[src/rtl/uc_pkg.sv]
// uc_pkg: shared FSM state, opcode class and ALU op constants for the uc_ctrl control unit.
package uc_pkg;
    typedef enum logic [1:0] {ST_BOOT, ST_RUN, ST_HALT} state_e;
    typedef logic [2:0] alu_op_t;
    localparam alu_op_t    ALU_DEF  = 3'b000;
    localparam logic [3:0] OPC_LI   = 4'b1000;
    localparam logic [5:0] OPC_J    = 6'b100100;
    localparam logic [5:0] OPC_JZ   = 6'b100101;
    localparam logic [5:0] OPC_JNZ  = 6'b100110;
    localparam logic [5:0] OPC_HALT = 6'b100111;
    localparam logic [3:0] OPC_NOP  = 4'b1010;
endpackage

[src/rtl/uc_decode.sv]
// uc_decode: pure combinational Opcode/z to control-signal decode.
// The taken-jump output exists only when UC_PERFCNT_EN is defined.
module uc_decode
    import uc_pkg::*;
(
    input  logic [5:0] opcode,
    input  logic       z,
    output logic       s_inc,
    output logic       s_inm,
    output logic       we3,
    output logic       wez,
    output alu_op_t    op,
    output logic       halt,
    output logic       legal
`ifdef UC_PERFCNT_EN
    , output logic     taken
`endif
);
    logic alu, li, j, jz, jnz, nop;
    always_comb begin
        alu   = ~opcode[5];
        li    = opcode[5:2] == OPC_LI;
        j     = opcode == OPC_J;
        jz    = opcode == OPC_JZ;
        jnz   = opcode == OPC_JNZ;
        halt  = opcode == OPC_HALT;
        nop   = opcode[5:2] == OPC_NOP;
        legal = alu | li | j | jz | jnz | halt | nop;
        s_inc = (j | halt) ? 1'b0 : jz ? ~z : jnz ? z : 1'b1;
        s_inm = li;
        we3   = alu | li;
        wez   = alu;
        op    = alu ? opcode[4:2] : ALU_DEF;
`ifdef UC_PERFCNT_EN
        taken = j | (jz & z) | (jnz & ~z);
`endif
    end
endmodule

[src/rtl/uc_ctrl.sv]
// uc_ctrl: BOOT/RUN/HALT sequenced control unit with sticky illegal-opcode flag.
// Define UC_PERFCNT_EN to add saturating retired / jumps_taken counters.
module uc_ctrl
    import uc_pkg::*;
#(
    parameter int BOOT_CYCLES = 1,
    parameter int CNT_W       = 16
) (
    input  logic             clk,
    input  logic             reset,
    input  logic [5:0]       Opcode,
    input  logic             z,
    output logic             s_inc,
    output logic             s_inm,
    output logic             we3,
    output logic             wez,
    output alu_op_t          Op,
    output logic             halted,
    output logic             illegal
`ifdef UC_PERFCNT_EN
    , output logic [CNT_W-1:0] retired,
    output logic [CNT_W-1:0] jumps_taken
`endif
);
    localparam int BW = (BOOT_CYCLES > 1) ? $clog2(BOOT_CYCLES) : 1;
    localparam logic [BW-1:0] BOOT_INIT = BW'((BOOT_CYCLES > 0) ? BOOT_CYCLES - 1 : 0);
    localparam state_e ST_INIT = (BOOT_CYCLES > 0) ? ST_BOOT : ST_RUN;

    state_e          state_q, state_d;
    logic [BW-1:0]   boot_cnt_q, boot_cnt_d;
    logic            illegal_q, illegal_d;
    logic            d_s_inc, d_s_inm, d_we3, d_wez, d_halt, d_legal, run;
    alu_op_t         d_op;
`ifdef UC_PERFCNT_EN
    logic             d_taken;
    logic [CNT_W-1:0] retired_q, retired_d, jumps_q, jumps_d;
`endif

    uc_decode u_dec (
        .opcode (Opcode),
        .z      (z),
        .s_inc  (d_s_inc),
        .s_inm  (d_s_inm),
        .we3    (d_we3),
        .wez    (d_wez),
        .op     (d_op),
        .halt   (d_halt),
        .legal  (d_legal)
`ifdef UC_PERFCNT_EN
        , .taken (d_taken)
`endif
    );

    always_comb begin
        run        = state_q == ST_RUN;
        state_d    = state_q;
        boot_cnt_d = boot_cnt_q;
        illegal_d  = illegal_q | (run & ~d_legal);
        if (state_q == ST_BOOT) begin
            if (boot_cnt_q == '0) state_d = ST_RUN;
            else boot_cnt_d = boot_cnt_q - BW'(1);
        end
        if (run && d_halt) state_d = ST_HALT;
        // HALT forces a self-loop on the PC; BOOT just lets the PC advance while memory warms up
        s_inc   = (state_q == ST_HALT) ? 1'b0 : run ? d_s_inc : 1'b1;
        s_inm   = run & d_s_inm;
        we3     = run & d_we3;
        wez     = run & d_wez;
        Op      = run ? d_op : ALU_DEF;
        halted  = state_q == ST_HALT;
        illegal = illegal_q;
`ifdef UC_PERFCNT_EN
        retired_d   = (run && d_legal && !(&retired_q)) ? retired_q + CNT_W'(1) : retired_q;
        jumps_d     = (run && d_taken && !(&jumps_q)) ? jumps_q + CNT_W'(1) : jumps_q;
        retired     = retired_q;
        jumps_taken = jumps_q;
`endif
    end

    always_ff @(posedge clk or negedge reset) begin
        if (!reset) begin
            state_q    <= ST_INIT;
            boot_cnt_q <= BOOT_INIT;
            illegal_q  <= 1'b0;
`ifdef UC_PERFCNT_EN
            retired_q  <= '0;
            jumps_q    <= '0;
`endif
        end else begin
            state_q    <= state_d;
            boot_cnt_q <= boot_cnt_d;
            illegal_q  <= illegal_d;
`ifdef UC_PERFCNT_EN
            retired_q  <= retired_d;
            jumps_q    <= jumps_d;
`endif
        end
    end
endmodule

[config.mk]
export PLATFORM = sky130hd
export DESIGN_NAME = uc_ctrl
export DESIGN_NICKNAME = d
export VERILOG_FILES = /design/src/rtl/uc_pkg.sv /design/src/rtl/uc_decode.sv /design/src/rtl/uc_ctrl.sv
export SDC_FILE = /design/constraint.sdc
export NUM_CORES = 1
export LEC_CHECK = 0
export ABC_AREA = 0
export CAP_MARGIN = 30
export CORE_AREA = 2 2 39 41
export CTS_CLUSTER_DIAMETER = 100
export DETAILED_ROUTE_END_ITERATION = 12
export DIE_AREA = 0 0 41 43
export PLACE_DENSITY = 0.58
export SYNTH_ARGS = -nofsm -noshare
export SYNTH_HDL_FRONTEND = slang
export SYNTH_SLANG_ARGS = --single-unit
export TNS_END_PERCENT = 1
[constraint.sdc]
create_clock -name clk -period 1.3 [get_ports clk]
set_input_delay 0.195 -clock clk [delete_from_list [all_inputs] [get_ports clk]]
set_output_delay 0.195 -clock clk [all_outputs]
set_load 0.01 [all_outputs]
* Yosys cells after proc, flatten, opt, wreduce, memory -nomap -nowiden
Cells that the tools add are included.
** Storage, ports and cells
- Input port bits :: 9
- Flip-flop bits (word level) :: 4
- Output and inout port bits :: 9
- Word-level logic and storage cells :: 43
** Cells by class
- Add/sub/neg operators :: 1
- Muxes and demuxes :: 11
- Bitwise operators :: 15
- Eq/ne operators :: 9
- Reduce and logical (&&, ||, !) cells :: 4
** Operators by type and width (number)
- $eq 6x6->1 const B :: 4
- $eq 4x4->1 const B :: 2
- $or 1x1->1 :: 8
- $mux 1 :: 6
- $mux 2 :: 3
- $mux 3 :: 2
- $and 1x1->1 :: 4
- $not 1->1 :: 3
- $eq 2x1->1 const B :: 1
- $eq 2x2->1 const B :: 1
- $logic_not 2->1 :: 1
- $ne 2x1->1 const B :: 1
- $reduce_and 2->1 :: 1
- $reduce_bool 2->1 :: 1
- $logic_and 1x1->1 :: 1
- $sub 1x1->1 const B :: 1

* Depth between registers and ports, before layout
Gate-level depths: netlist (run 1).
- Depth after elaboration :: 10
- Depth in mapped cells :: 2
- Depth with buffers taken out :: 2

* Modules after synthesis
A second synthesis (run 1) with hierarchy kept.
** Second synthesis, totals
- Cells, all modules :: 31
- Area, all modules :: 279.0 µm²
** By module, submodules not included
- uc_ctrl :: seq. area each 75.1 µm², instances 1, cells an instance 18, area each 172.7 µm²
- uc_decode :: seq. area each 0.0 µm², instances 1, cells an instance 13, area each 106.4 µm²

* Worst setup path after synthesis (run 1)
Ideal clock, no wire load.
- Path type :: reg2out
- Start :: reg state_q[1]
- End :: out s_inm
- Setup slack :: 0.170 ns
- Required time :: 1.105 ns
- Stages on the path, launching flop included :: 3
- Arrival time :: 0.935 ns
- Buffers on the path :: 0
- Cells stage by stage :: dfrtp_1 > nand3b_1 > nor4_1
** Between the ends
- Cells in the longest elaborated chain, start to end :: 2
** RTL lines
- from (decl) :: RTL line uc_ctrl.sv:29 : state_e state_q, state_d;
- from (signal assigned) :: RTL line uc_ctrl.sv:90 : state_q <= state_d;
- $eq 2x1->1 :: RTL line uc_ctrl.sv:55 : run = state_q == ST_RUN;
- $and 1x1->1 :: RTL line uc_ctrl.sv:66 : s_inm = run & d_s_inm;
- to (decl) :: RTL line uc_ctrl.sv:14 : output logic s_inm,
Every way passes these cells.

* Final worst setup path (run 1)
- Start :: in Opcode[0]
- End :: out s_inc
** Between the ends
- Cells in the longest elaborated chain, start to end :: 6
- Elaborated cells on any way between the ends :: 10
- Those cells by class :: 4 x eq/ne; 5 x mux; 1 x bitwise
** RTL lines
- from (decl) :: RTL line uc_ctrl.sv:11 : input logic [5:0] Opcode,
- $eq 6x6->1 :: RTL line uc_decode.sv:25 : jnz = opcode == OPC_JNZ;
- $mux 1 (2 in a row) :: RTL line uc_decode.sv:29 : s_inc = (j | halt) ? 1'b0 : jz ? ~z : jnz ? z : 1'b1;
- $mux 1 (*) :: RTL line uc_decode.sv:29
- $mux 1 (*) (2 in a row) :: RTL line uc_ctrl.sv:65 : s_inc = (state_q == ST_HALT) ? 1'b0 : run ? d_s_inc : 1'b1;
- to (decl) :: RTL line uc_ctrl.sv:13 : output logic s_inc,
Every way passes the cells marked *; elsewhere a longest branch is shown, timed or not.

==> impl_metrics.yaml, run 1 <==
critical_path:
  crit_fanout: 2
  crit_arrival_ps: 1320
  crit_path_start_kind: "primary input"
  crit_required_ps: 1110
  setup.worst_path.class: "in2out"
  end_kind: "primary output"
layout:
  area_delta_synth_final_pct: 122.4
  fin_cells: 67
  drive_above_1_share_pct: 58.82
  diodes: 0
  fin_nets: 61
  nFillCells: 157
yosys:
  synth_edf_count: 0
  synth_cell_type_count: 15
  synth_area_um2: 229.0
  synth_commonest_cells: "and2_1 (3), dfrtp_1 (3), nand3b_1 (2), nor3b_2 (2)"
  synth.area.top_cells: "dfrtp_1 (33%), nor3b_2 (11%), and2_1 (8.2%)"
  synth_ff_type: "dfrtp_1"
  ys_seq_area_share_pct: 32.79
  syn_nets: 30
  avgSynthCellArea_um2: 10.90
  yosysTopAreaCell: "dfrtp_1"
  ys_ff_latch: 3
  async_flop_share_pct: 100.0
  yosys_warnings: 0
  syn_inst: 21
  synth_top_area_share_pct: 32.79
power:
  power.density_nw_per_um2: 936.3
  p_leak_uw: 0.0002123
  peakVddDrop_mv: 0.3868
  p_total_uw: 476.8
clocking:
  cts_tree: "built"
  cts_buffer_depth: 2
  clk_latency_ps: 230
  hold_buffers: 0
  cts.sinks: 3
  cts_root_buffer: "clkbuf_4"
  path_clk_slew_ps: 40
  cts_buffers: 3
  htree_num_levels: 1
global_routing:
  overflow: 0
  grt_pass1_wl_um: 1062
  grt_max_degree: 6
  antenna_found_initial: 0
  grt_pass1_vias: 277
  track_usage_pct: 9.063
run_status:
  violations: "negative setup slack"
  outcome: "complete, but fails checks"
sta:
  setup_viol: 6
  rsz0062_at_grt: "yes"
  slew_headroom_pct: 86.83
  finalSetupTns_ps: -548.7
  fin_crit_sh_pct: 116.2
  period_minus_slack_ps: 1511
  worst_pin_slew_ps: 196.8
  max_freq_mhz: 661.8
  slew_violations: 0
  skew_ps: 5.439
  finalWorstSetupSlack_ps: -210.9
  hold_viol: 0
detailed_routing:
  ant_nets: 0
  routed_wl_um: 676
  first_pass_iters: 1
  routedWlPerCell_um: 10.09
  drt-vias-per-instance: 4.224
  dr.first_iter.drc_count: 0
  drc: 0
  vias: 283
floorplanning:
  start_util_pct: 16.55
  die_y_um: 43
  die_x_um: 41
  fp-row-count: 14
  io_pins: 18
  fp.coreArea_um2: 1384
  floorplan.die_area_um2: 1763
placed_design:
  portBuffers: 17
  dp.cells: 61
  gp_congestion: 0.5989
worst_hold_path:
  min_path_type: "in2async"
job:
  maxCapViolations: 0
-- registers in the layout, summed over array words and instances, names as in the netlist --
register and cells:
state_q 2, illegal 1
-- routing by layer --
| metal | wire length [um] | track usage, % |
|---|---|---|
| met3 | 52 | 4.712 |
| met1 | 318 | 11.69 |
| met5 | 0 | 0 |
| met2 | 305 | 12.19 |
| met4 | 0 | 4.000 |
-- final timing paths --
path | endpoint | start | cells past startpoint | slack, ps
setup / recovery | s_inc | Opcode[0] | 4 | -210
hold / removal | illegal$_DFF_PN0_ | reset | 1 | 140
setup reg to reg | state_q[1]$_DFFE_PN0P_ | state_q[1]$_DFFE_PN0P_ | 3 | 180
hold reg to reg | illegal$_DFF_PN0_ | illegal$_DFF_PN0_ | 1 | 490
max in group asynchronous | state_q[1]$_DFFE_PN0P_ | reset | 1 | 1000
min in group clk | illegal$_DFF_PN0_ | illegal$_DFF_PN0_ | 1 | 490
-- layout by cell type, fill, tap and decap left out, types with 2 or more instances in the layout --
cell type        n
buf_4            8
clkdlybuf4s50_1  7
buf_2            7
and2_1           3
clkbuf_4         3
nor3b_2          2
nand3b_1         2
dlygate4sd2_1    2
dfrtp_2          2
-- per-stage QoR --
| stage | worst slack (ps) | utilization [%] | hold WS [ps] | cell area, um2 |
|---|---|---|---|---|
| detailed placement | -670.3 | 34.09 | 389.2 | 471.7 |
| CTS | -235.6 | 37.07 | 137.2 | 513.0 |
| global placement | -677.9 | 34.09 | 385.9 | 471.7 |
| finish | -210.9 | 36.80 | 141.3 | 509.2 |
| global route | -267.9 | 36.80 | 143.9 | 509.2 |
| floorplan | 169.7 | - | -100.6 | 229.0 |
-- cells by family (layout without fill, tap and decap cells) --
family	count (synthesis)	in the layout	synth area share (%)
AOI/OAI and AO/OA	6	6	25.14
and+or+nand+nor	12	12	42.08
buffers and inverters	0	30	0
DFF	3	3	32.79
-- critical path, cell delays in order --
cell             delay, ps
clkdlybuf4s50_1        470
or3b_1                 370
a41oi_2                130
buf_2                  150
-- where the power goes --
group | internal [uW] | leakage [uW] | switching [uW] | total [uW]
clock network | 115 | 0.0000150 | 48.9 | 164
registers | 105 | 0.0000282 | 14.7 | 120
logic | 121 | 0.000169 | 71.7 | 193
total | 341 | 0.000212 | 135 | 477
-- timing repair --
action | 4_1_cts | 5_1_grt
pin swaps | 4 | 4
buffers inserted | 2 | 0
gates resized for setup | 40 | 3
setup endpoints to repair | 9 | 8
-- layout make-up --
class | count | area [um2] | area share [%]
well taps | 16 | 20.02 | 3.931
repair buffers | 26 | 205.2 | 40.29
multi-input cells | 18 | 180.2 | 35.38
clock buffers | 4 | 26.28 | 5.160
flip-flops and latches | 3 | 77.57 | 15.23
No activity file was read; power rests on OpenSTA's default activity.
==> run 2, diff against run 1 <==
--- a/config.mk
+++ b/config.mk
@@ -8,11 +8,12 @@
 export ABC_AREA = 0
 export CAP_MARGIN = 30
 export CORE_AREA = 2 2 39 41
-export CTS_CLUSTER_DIAMETER = 100
+export CTS_CLUSTER_DIAMETER = 120
 export DETAILED_ROUTE_END_ITERATION = 12
 export DIE_AREA = 0 0 41 43
-export PLACE_DENSITY = 0.58
+export PLACE_DENSITY = 0.62
 export SYNTH_ARGS = -nofsm -noshare
 export SYNTH_HDL_FRONTEND = slang
+export SYNTH_HIERARCHICAL = 1
 export SYNTH_SLANG_ARGS = --single-unit
 export TNS_END_PERCENT = 1
==> constraint.sdc (replaced) <==
create_clock -name clk -period 1.8 [get_ports clk]
set_input_delay 0.27 -clock clk [delete_from_list [all_inputs] [get_ports clk]]
set_output_delay 0.27 -clock clk [all_outputs]
set_load 0.01 [all_outputs]
==> run 2 against run 1 <==
Net effect:
- the run now ends clean
- cell count rose by 4.5%
- combinational power is 54% lower
- critical endpoint unchanged
- clock skew shrank 1.1 ps
- first-iteration DRC count up 2
- routed wire length down 7.4%
- die area did not move
- sequential share of layout area shrank 0.16 points
==> impl_metrics.yaml, run 2 <==
critical_path:
  crit_fanout: 3
  reg2reg_depth: 2
  cpMaxStageDelayCell: "clkdlybuf4s50_1"
  crit_required_ps: 1530
  setup.worst_path.class: "in2out"
  r2r-start: "state_q[0]$_DFFE_PN0P_"
  crit_arrival_ps: 1430
  slowest_delay_ps: 480
  reg2reg_to: "state_q[0]$_DFFE_PN0P_"
  cp_cell_sequence: "clkdlybuf4s50_1 -> or3b_1 -> nand3_1 -> o21a_1 -> buf_2"
  crit_path_start_kind: "primary input"
  ff2ff_setup_slack_ps: 1000
  end_kind: "primary output"
yosys:
  ys_seq_area_share_pct: 26.91
  yosysTopAreaCell: "dfrtp_1"
  synth_top_family_by_area: "simple AND/OR/NAND/NOR gates"
  synth_cell_type_count: 19
  avgSynthCellArea_um2: 9.001
  syn_nets: 40
  synth_area_um2: 279.0
  syn_inst: 31
  synth_top_area_share_pct: 26.91
  synth_edf_count: 0
  synthMuxAreaShare_pct: 0
  async_flop_share_pct: 100.0
  synth_compound_area_share_pct: 10.76
  yosys_warnings: 6
  synth_commonest_cells: "and2_1 (6), dfrtp_1 (3)"
  synth_simple_gate_area_share_pct: 59.64
  synthAdderAreaFrac_pct: 0
  synth.area.top_cells: "dfrtp_1 (27%), and2_1 (13%), nor4b_4 (8.5%)"
  ys_ff_latch: 3
  synth_xor_xnor_area_share_pct: 0
  synth_ff_type: "dfrtp_1"
  synth_most_common_cell: "and2_1"
global_routing:
  grt_max_degree: 7
  overflow: 0
  grt_pass1_wl_um: 1007
  antenna_found_initial: 0
  track_usage_pct: 8.963
  grt_pass1_vias: 235
floorplanning:
  fp.coreArea_um2: 1384
  die_y_um: 43
  io_pins: 18
  start_util_pct: 20.16
  fp-row-count: 14
  die_x_um: 41
  floorplan.die_area_um2: 1763
worst_hold_path:
  min_path_type: "in2async"
layout:
  regMostFlops: "state_q"
  fin_nets: 64
  mostFrequentLayoutCell: "dlygate4sd2_1"
  diodes: 0
  area_delta_synth_final_pct: 78.48
  drive_above_1_share_pct: 16.67
  utilization_pct: 35.99
  final_cell_mix: "dlygate4sd2_1 (8), and2_1 (6), clkdlybuf4s50_1 (6)"
  largest_reg_flops: 2
  nFillCells: 151
  fin_cells: 70
clocking:
  hold_buffers: 0
  htree_num_levels: 1
  post_cts_buffers: 0
  path_clk_slew_ps: 40
  cts.sinks: 3
  cts_root_buffer: "clkbuf_4"
  clk_latency_ps: 230
  cts_tree: "built"
  cts_buffer_depth: 2
  cts_buffers: 3
power:
  p_sw_share_pct: 27.65
  peakVddDrop_mv: 0.2525
  power.share.combinational_pct: 31.1
  power.density_nw_per_um2: 576.0
  p_sw_uw: 79.31
  p_clk_share_pct: 40.8
  seq_power_share_pct: 28.1
  p_leak_uw: 0.0002505
  p_int_uw: 207.5
detailed_routing:
  dr.first_iter.drc_count: 2
  ant_nets: 0
  drc: 0
  first_pass_iters: 2
  drt-vias-per-instance: 4.029
  routed_wl_um: 626
  routedWlPerCell_um: 8.943
  vias: 282
sta:
  worst_pin_slew_ps: 185.8
  setup_viol: 0
  slew_violations: 0
  fin_hold_ws_ps: 215.8
  skew_ps: 4.315
  fin_crit_sh_pct: 94.18
  rsz0062_at_grt: "no"
  period_minus_slack_ps: 1695
  hold_viol: 0
  slew_headroom_pct: 87.56
  max_freq_mhz: 589.9
job:
  maxCapViolations: 0
placed_design:
  dp.cells: 66
  dpl.hpwl_um: 501.7
  portBuffers: 17
  gp_congestion: 0.6592
run_status:
  outcome: "finished, final reports clean"
run 2: cell count changes in the layout (fill, tap and decap cells not counted), moves of 3 or more:
cell,previous run,this run
buf_2,7,1
buf_4,8,2
dlygate4sd2_1,2,8
and2_1,3,6
run 2: cell families after synthesis:
family / count (synthesis)
AOI/OAI and AO/OA: 4
buffers and inverters: 2
DFF: 3
and+or+nand+nor: 22
run 2: layout make-up:
cell class | instances | area [um2] | area share, %
multi-input combinational | 26 | 196.4 | 39.45
timing repair buffer | 19 | 172.7 | 34.67
sequential | 3 | 75.07 | 15.08
clock buffer | 4 | 26.28 | 5.276
tap | 16 | 20.02 | 4.020
inverter | 2 | 7.507 | 1.508
run 2: metal layers:
metal	up-vias	track usage (%)	share of wire [%]
met5	-	0	0
met4	0	8.000	0
met3	0	4.712	3.8
met2	7	11.56	52
met1	124	10.06	44
li1	151	-	-
run 2: repair_timing:
| action | CTS | global route |
|---|---|---|
| endpoints found under the setup margin | 7 | 3 |
| resized for setup | 12 | 3 |
| cloned | 0 | 0 |
run 2: stage by stage:
| step | instance area [um2] | TNS (ps) | setup slack [ps] | power (uW) |
|---|---|---|---|---|
| 6_report | 498.0 | 0 | 104.8 | 286.8 |
| 5_1_grt | 498.0 | 0 | 62.29 | 310.8 |
| 4_1_cts | 500.5 | 0 | 0.5671 | 295.8 |
| 3_5_place_dp | 484.2 | -1327 | -303.8 | 184.3 |
| 3_3_place_gp | 484.2 | -1288 | -310.0 | 184.0 |
| 2_1_floorplan | 279.0 | 0 | 661.9 | 123.0 |
run 2: worst max path at each step:
stage	cells past startpoint	slack, ps	from	endpoint
global route	5	60	Opcode[0]	s_inc
CTS	5	0.6	Opcode[0]	s_inc
global placement	5	-310	Opcode[0]	s_inc
detailed placement	5	-300	Opcode[4]	s_inc
finish	5	100	Opcode[0]	s_inc
floorplan	3	660	Opcode[1]	s_inc
run 2: power groups by stage:
stage	clock, uW	sequential, uW	combinational, uW
CTS	124	80.6	91.3
finish	117	80.6	89.2
global route	129	81.8	99.7
global placement	0	81.2	103
floorplan	0	80.2	42.8
detailed placement	0	81.2	103
run 2: critical path, delay by kind of cell:
family | cells | cell delay, ps
simple gates | 2 | 430
compound gates | 1 | 130
buf+inv | 2 | 600
